--- config.mk ---
export PLATFORM = sky130hd
export DESIGN_NAME = waveform_generator
export DESIGN_NICKNAME = d
export VERILOG_FILES = /design/src/rtl/waveform_generator.sv
export SDC_FILE = /design/constraint.sdc
export NUM_CORES = 1
export LEC_CHECK = 0
export ABC_AREA = 1
export CORE_MARGIN = 8
export CORE_UTILIZATION = 51
export CTS_BUF_LIST = sky130_fd_sc_hd__clkbuf_4 sky130_fd_sc_hd__clkbuf_8 sky130_fd_sc_hd__clkbuf_16
export DETAILED_ROUTE_END_ITERATION = 12
export GPL_TIMING_DRIVEN = 1
export PLACE_DENSITY_LB_ADDON = 0.05
export SETUP_SLACK_MARGIN = 0.4
export SYNTH_ARGS = -nofsm -noshare
export SYNTH_HDL_FRONTEND = slang
export SYNTH_SLANG_ARGS = --single-unit
export TNS_END_PERCENT = 5
--- constraint.sdc ---
create_clock -name clk -period 1.8 [get_ports clk]
set_input_delay 0.36 -clock clk [delete_from_list [all_inputs] [get_ports clk]]
set_output_delay 0.36 -clock clk [all_outputs]
set_load 0.02 [all_outputs]
--- src/rtl/waveform_generator.sv ---
// Periodic 8-bit sample source (saw, reverse saw, triangle, square) with a programmable
// sample-rate divider; waveform changes are deferred to period boundaries.
module waveform_generator #(
  parameter int DATA_W = 8,
  parameter int DIV_W  = 16
) (
  input  logic              clk,
  input  logic              rst_n,
  input  logic              enable,
  input  logic [1:0]        wave_sel,
  input  logic [DIV_W-1:0]  freq_div,
  output logic [DATA_W-1:0] data_out,
  output logic              sample_valid,
  output logic              period_done
);

  typedef enum logic [0:0] {IDLE = 1'b0, RUN = 1'b1} state_t;

  localparam logic [1:0] W_SAW = 2'b00;
  localparam logic [1:0] W_REV = 2'b01;
  localparam logic [1:0] W_TRI = 2'b10;
  localparam logic [1:0] W_SQR = 2'b11;

  localparam logic DIR_UP   = 1'b0;
  localparam logic DIR_DOWN = 1'b1;

  localparam logic [DATA_W-1:0] ZERO_C     = {DATA_W{1'b0}};
  localparam logic [DATA_W-1:0] ONE_C      = {{(DATA_W-1){1'b0}}, 1'b1};
  localparam logic [DATA_W-1:0] MAX_C      = {DATA_W{1'b1}};
  localparam logic [DATA_W-1:0] MAX_M1_C   = {{(DATA_W-1){1'b1}}, 1'b0};
  localparam logic [DIV_W-1:0]  DIV_ZERO_C = {DIV_W{1'b0}};
  localparam logic [DIV_W-1:0]  DIV_ONE_C  = {{(DIV_W-1){1'b0}}, 1'b1};

  state_t              state_r, state_nxt_s;
  logic [DIV_W-1:0]    div_cnt_r, div_cnt_nxt_s;
  logic [DATA_W-1:0]   phase_r, phase_nxt_s, step_phase_s;
  logic                dir_r, dir_nxt_s, step_dir_s;
  logic [1:0]          wave_r, wave_nxt_s;
  logic [DATA_W-1:0]   data_nxt_s;
  logic                sv_nxt_s, pd_nxt_s, tick_s;

  function automatic logic [DATA_W-1:0] map_sample(input logic [1:0] wave,
                                                   input logic [DATA_W-1:0] ph);
    logic [DATA_W-1:0] val;
    case (wave)
      W_SAW:   val = ph;
      W_REV:   val = ~ph;
      W_TRI:   val = ph;
      W_SQR:   val = ph[DATA_W-1] ? MAX_C : ZERO_C;
      default: val = ph;
    endcase
    return val;
  endfunction

  // Candidate phase/direction for the next tick; triangle turns around without repeating peaks
  always_comb begin
    step_phase_s = phase_r + ONE_C;
    step_dir_s   = dir_r;
    if (wave_r == W_TRI) begin
      if (dir_r == DIR_DOWN) begin
        step_phase_s = phase_r - ONE_C;
        if (phase_r == ONE_C) begin
          step_dir_s = DIR_UP;
        end else begin
          step_dir_s = DIR_DOWN;
        end
      end else begin
        step_phase_s = phase_r + ONE_C;
        if (phase_r == MAX_M1_C) begin
          step_dir_s = DIR_DOWN;
        end else begin
          step_dir_s = DIR_UP;
        end
      end
    end else begin
      step_phase_s = phase_r + ONE_C;
      step_dir_s   = dir_r;
    end
  end

  // Next-state and datapath update for the IDLE/RUN controller
  always_comb begin
    state_nxt_s   = state_r;
    div_cnt_nxt_s = div_cnt_r;
    phase_nxt_s   = phase_r;
    dir_nxt_s     = dir_r;
    wave_nxt_s    = wave_r;
    data_nxt_s    = data_out;
    sv_nxt_s      = 1'b0;
    pd_nxt_s      = 1'b0;
    tick_s        = 1'b0;
    case (state_r)
      IDLE: begin
        wave_nxt_s    = wave_sel;
        div_cnt_nxt_s = DIV_ZERO_C;
        if (enable) begin
          state_nxt_s = RUN;
        end else begin
          state_nxt_s = IDLE;
        end
      end
      RUN: begin
        // >= rather than == so a freq_div lowered below the count still ticks promptly
        tick_s = (div_cnt_r >= freq_div);
        if (tick_s) begin
          div_cnt_nxt_s = DIV_ZERO_C;
          phase_nxt_s   = step_phase_s;
          dir_nxt_s     = step_dir_s;
          sv_nxt_s      = 1'b1;
          data_nxt_s    = map_sample(wave_r, step_phase_s);
          if (step_phase_s == ZERO_C) begin
            pd_nxt_s   = 1'b1;
            wave_nxt_s = wave_sel;
            dir_nxt_s  = DIR_UP;
          end else begin
            pd_nxt_s   = 1'b0;
          end
        end else begin
          div_cnt_nxt_s = div_cnt_r + DIV_ONE_C;
        end
        if (enable) begin
          state_nxt_s = RUN;
        end else begin
          state_nxt_s = IDLE;
        end
      end
      default: begin
        state_nxt_s = IDLE;
      end
    endcase
  end

  // State and output registers
  always_ff @(posedge clk or negedge rst_n) begin
    if (!rst_n) begin
      state_r      <= IDLE;
      div_cnt_r    <= DIV_ZERO_C;
      phase_r      <= ZERO_C;
      dir_r        <= DIR_UP;
      wave_r       <= W_SAW;
      data_out     <= ZERO_C;
      sample_valid <= 1'b0;
      period_done  <= 1'b0;
    end else begin
      state_r      <= state_nxt_s;
      div_cnt_r    <= div_cnt_nxt_s;
      phase_r      <= phase_nxt_s;
      dir_r        <= dir_nxt_s;
      wave_r       <= wave_nxt_s;
      data_out     <= data_nxt_s;
      sample_valid <= sv_nxt_s;
      period_done  <= pd_nxt_s;
    end
  end

endmodule

Word level (Yosys, flattened, before mapping)
Index checks and enable logic that the tools add are counted.
- $add $sub $neg: 3
- magnitude comparators: 1
- eq/ne operators: 7
- multiplexer cells: 20
- bitwise operators: 2
- reductions and logical operators: 7
- operators with widths (kind ; number):
    16-bit one-hot mux with 2 select lines ; 1
    8-bit 2-to-1 mux ; 3
    8-bit one-hot mux with 3 select lines ; 1
    16-bit by 1-bit adder with 16-bit output (second input constant) ; 1
    16-bit greater-or-equal comparator ; 1
    16-bit 2-to-1 mux ; 1
    1-bit 2-to-1 mux ; 11
    8-bit by 1-bit adder with 8-bit output (second input constant) ; 1
    8-bit by 1-bit == test with 1-bit output (second input constant) ; 1
    8-bit == test (second input constant) ; 1
    8-bit zero test ; 1
    8-bit NOT ; 1
    8-bit by 1-bit subtractor with 8-bit output (second input constant) ; 1
    2-bit == test (second input constant) ; 2
    2-bit 2-to-1 mux ; 2
    2-bit by 1-bit inequality test with 1-bit output (second input constant) ; 2
    2-bit one-hot mux with 2 select lines ; 1
    2-bit AND reduction ; 2
    3-bit AND reduction ; 1
    2-bit by 1-bit == test with 1-bit output (second input constant) ; 1
    2-bit zero test ; 1
    2-bit nonzero test ; 1
    2-bit OR reduction ; 1
    1-bit NOT ; 1
- register bits: 38
- bits of input ports: 21
- word-level logic and storage cells: 48

Logic depth before layout (Yosys ltp)
- word-level depth: 7
- mapped depth: 16
- mapped depth without buffers: 15

Worst setup path after synthesis
Ideal clock, no wire load.
- kind: register to register
- from: reg div_cnt_r[11]
- to: reg phase_r[1]
- library setup time: 132 ps
- data arrival time: 1660 ps
- path slack: 7 ps
- cell stages (with the launch flop): 11
- buffers on the path: 2
- clock period less this slack: 1793 ps
- path through: dfrtp_1 ha_1 nand4_1 nor3_2 nand3_1 nand3_1 nand2_1 buf_4 buf_2 nand2_1 o21ai_0
- cells in the longest elaborated chain, start to end: 2
- RTL lines (item ; line ; RTL):
    start: declaration ; 35 ; logic [DIV_W-1:0] div_cnt_r, div_cnt_nxt_s;
    start signal: assignment ; 146 ; div_cnt_r <= div_cnt_nxt_s;
    16-bit greater-or-equal comparator ; 104 ; tick_s = (div_cnt_r >= freq_div);
    2-bit AND reduction (no line) ; - ;
    end signal: assignment ; 147 ; phase_r <= phase_nxt_s;
    end: declaration ; 36 ; logic [DATA_W-1:0] phase_r, phase_nxt_s, step_phase_s;
Every way passes these cells.
A chain may end at the register's enable or synchronous reset.

Worst setup path in the final report
- from: reg div_cnt_r[9]
- to: reg div_cnt_r[12]
- cells in the longest elaborated chain, start to end: 3
- elaborated cells on any way between the ends: 4
- RTL lines (item ; line ; RTL):
    16-bit by 1-bit adder with 16-bit output / 16-bit greater-or-equal comparator (equally long branches) ; 119, 104 ;
    16-bit 2-to-1 mux (*) ; 105 ; if (tick_s) begin
    16-bit one-hot mux with 2 select lines (*) ; 92 ; case (state_r)
    via div_cnt_nxt_s[12] ; 35 ;
Mark *: on every way through the listed nets, which the timed path passes. The rest lies on a longest branch.

==> flow_summary.toml <==
[run_status]
status = "finished, violations left"
violations = "setup timing"

[routing]
first_iter_violations = 203
drc = 0
vias = 2638
wl_met3_um = 394
drt_pass1_iterations = 4
wl_met1_um = 3220
topRoutingLayerUsed = "met4"
postRouteAntennaNets = 0
met2_length_um = 3530
wl_per_cell_um = 14.2
drt_wl_total_um = 7210
via_per_inst = 5.19

[power]
peakVddDrop_uv = 542
power.density_mw_per_mm2 = 463
p_leak_nw = 1.91
finalPower_mw = 1.78

[die]
initial_core_util_pct = 52.3
core_mm2 = 0.00504
dieArea_mm2 = 0.00773
die_y_um = 87.9
io-pin-count = 31
die-width_um = 87.9
fp-row-count = 26

[critical_path]
crit_path_end_kind = "register"
slowest_stage = "dfrtp_1"
critPathMaxStageDelay_ps = 420
r2r_start = "div_cnt_r[9]"
crit_arrival_ps = 2070
cp.required_ps = 1980
crit_type = "reg -> reg"
crit_buf_inv = 3
cp_cell_sequence = "ha_4 -> nand4_1 -> nor3_4 -> nand3_4 -> buf_6 -> nand4_1 -> buf_4 -> buf_6 -> nor2_2"
startpoint = "div_cnt_r[9]"
startpoint_type = "register"
cpLargestDelayFamily = "simple AND/OR/NAND/NOR gates"
crit_fanout = 4

[placed_design]
dp_hpwl_um = 5130
dp.cells = 491
gp_congestion = 0.923
port_buffers = 30
pre_cts_ws_ps = -537

[logic_synthesis]
ys_warn_count = 0
synthTopCellsByCount = "nand2_1 (96), inv_1 (41), dfrtp_1 (38)"
netlist.top_cell.by_area = "dfrtp_1"
syn_inst = 356
synth.distinct_cells = 34
synth_edf_count = 0
syn-cell-area_mm2 = 0.00264
synth.most_common_cell = "nand2_1"
synth_seq_cells = 38
synth_fp_nets = 398
synth_top_area_share_pct = 36.0
seq_area_frac_synth_pct = 36.0
synth_area_leaders = "dfrtp_1 (36%), nand2_1 (14%), ha_1 (10%)"
async_flop_share_pct = 100
syn_area_per_cell_um2 = 7.41
ys.flop_type = "dfrtp_1"

[timing]
period_share_pct = 105
worst_slack_ps = -95.0
fin_crit_ps = 1890
worst_pin_slew_ps = 560
fin_worst_skew_ps = 5.14
rsz0062_at_grt = "true"
hold_viol = 0
max-slew-margin-rel_pct = 62.6
setup_viol = 36
whs_ps = 478
slew_viol_final = 0
max_clock_freq_mhz = 528

[global_route]
grt_pass1_vias = 2655
grt.total_usage_pct = 19.7
grt_pass1_wl_um = 12000
grt_antenna_before_repair = 0
grt_max_degree = 15
overflow = 0

[min_path]
holdCritStartpoint = "data_out[3]"
min_path_type = "reg -> reg"

[clock_tree]
clkTransAtPathRegs_ps = 70
cts.path.max_buffers = 2
tritoncts = "yes"
htreeDepth = 2
worstSkewPairLatency_ps = 280
cts_buffers = 5
cts.sinks = 38
root_buffer = "clkbuf_8"

[final_layout]
nFillCells = 368
nNetsFinal = 480
area_delta_synth_final_pct = 46.0
fin_cells = 508
drive_above_1_share_pct = 34.2
fin_util_pct = 76.4
n_antenna_cell = 0

[flow_run]
drv_cap = 0
[layout by cell type, fill, tap and decap left out, drive strengths merged]
cell type      count
dlygate4sd2       23
a21oi             20
inv               46
o21ai             24
clkbuf             7
o21bai             2
or2                1
nand3             27
xor2               6
nand2             99
nor2              36
clkdlybuf4s50      4
dlygate4sd3        1
dfrtp             38
o211ai             1
ha                21
xnor2              3
o21a               1
a41oi              1
nor3b              4
buf               54
dlymetal6s2s       2
nand4              8
nor4               3
nor3               5
nand3b             1
[per-layer routing]
layer,vias up,track usage (%)
met2,55,33.6
li1,1321,-
met1,1253,25.0
met5,-,0
met3,9,3.94
met4,0,4.38
[final cells by class]
type	instances	area, um2	area share, %
inverters	46	178	4.61
clock buffers	7	83.8	2.18
flip-flops and latches	38	953	24.7
well taps	70	87.6	2.27
repair buffers	84	751	19.5
multi-input cells	263	1800	46.7
[worst reg2reg max path, delay by kind of cell, from the launching register on]
kind                     cells  cell delay [ps]
AND/OR/NAND/NOR              5              730
flip-flops                   1              420
buffers and inverters        3              380
adder cells (fa/ha/maj)      1              280
[state kept, by name, summed over array words and instances (netlist names)]
name and flops:
period_done 1, dir_r 1, sample_valid 1, state_r 1, data_out 8, phase_r 8
wave_r 2, div_cnt_r 16
[stage by stage]
stage	TNS, ps	cell area, um2
2_1_floorplan	0	2680
5_1_grt	-5900	3850
3_5_place_dp	-17210	3340
3_3_place_gp	-15880	3340
4_1_cts	-2570	3740
6_report	-1990	3850
[where the power goes]
group | internal (mW) | switching (mW) | total [mW]
Combinational | 0.148 | 0.183 | 0.331
Sequential | 0.865 | 0.0172 | 0.882
Clock | 0.297 | 0.275 | 0.572
[repair_timing]
action | 4_1_cts | 5_1_grt
gates resized for setup | 79 | 25
endpoints found under the hold margin | 12 | 0
hold buffers | 1 | 0
endpoints found under the setup margin | 47 | 37
setup buffers | 4 | 3
gates cloned | 2 | 0
pin swaps | 34 | 17
[cells by family after synthesis]
| logic type | after synthesis | share of synthesized area (%) |
|---|---|---|
| xor gates and xnor gates | 9 | 2.99 |
| and+or+nand+nor | 184 | 32.5 |
| DFF | 38 | 36.0 |
| buffers and inverters | 55 | 8.58 |
| adders and majority gates | 21 | 9.96 |
| AOI/OAI and AO/OA | 49 | 9.96 |
[path summary, 6_finish.rpt]
check	slack (ps)	to	cells past startpoint
min reg2reg	480	data_out[3]	2
max	-90	div_cnt_r[12]	9
min in group asynchronous	490	div_cnt_r[2]	2
max reg2reg	-90	div_cnt_r[12]	9
min	480	data_out[3]	2
max in group asynchronous	800	phase_r[0]	3
(Power assumes the default switching activity.)
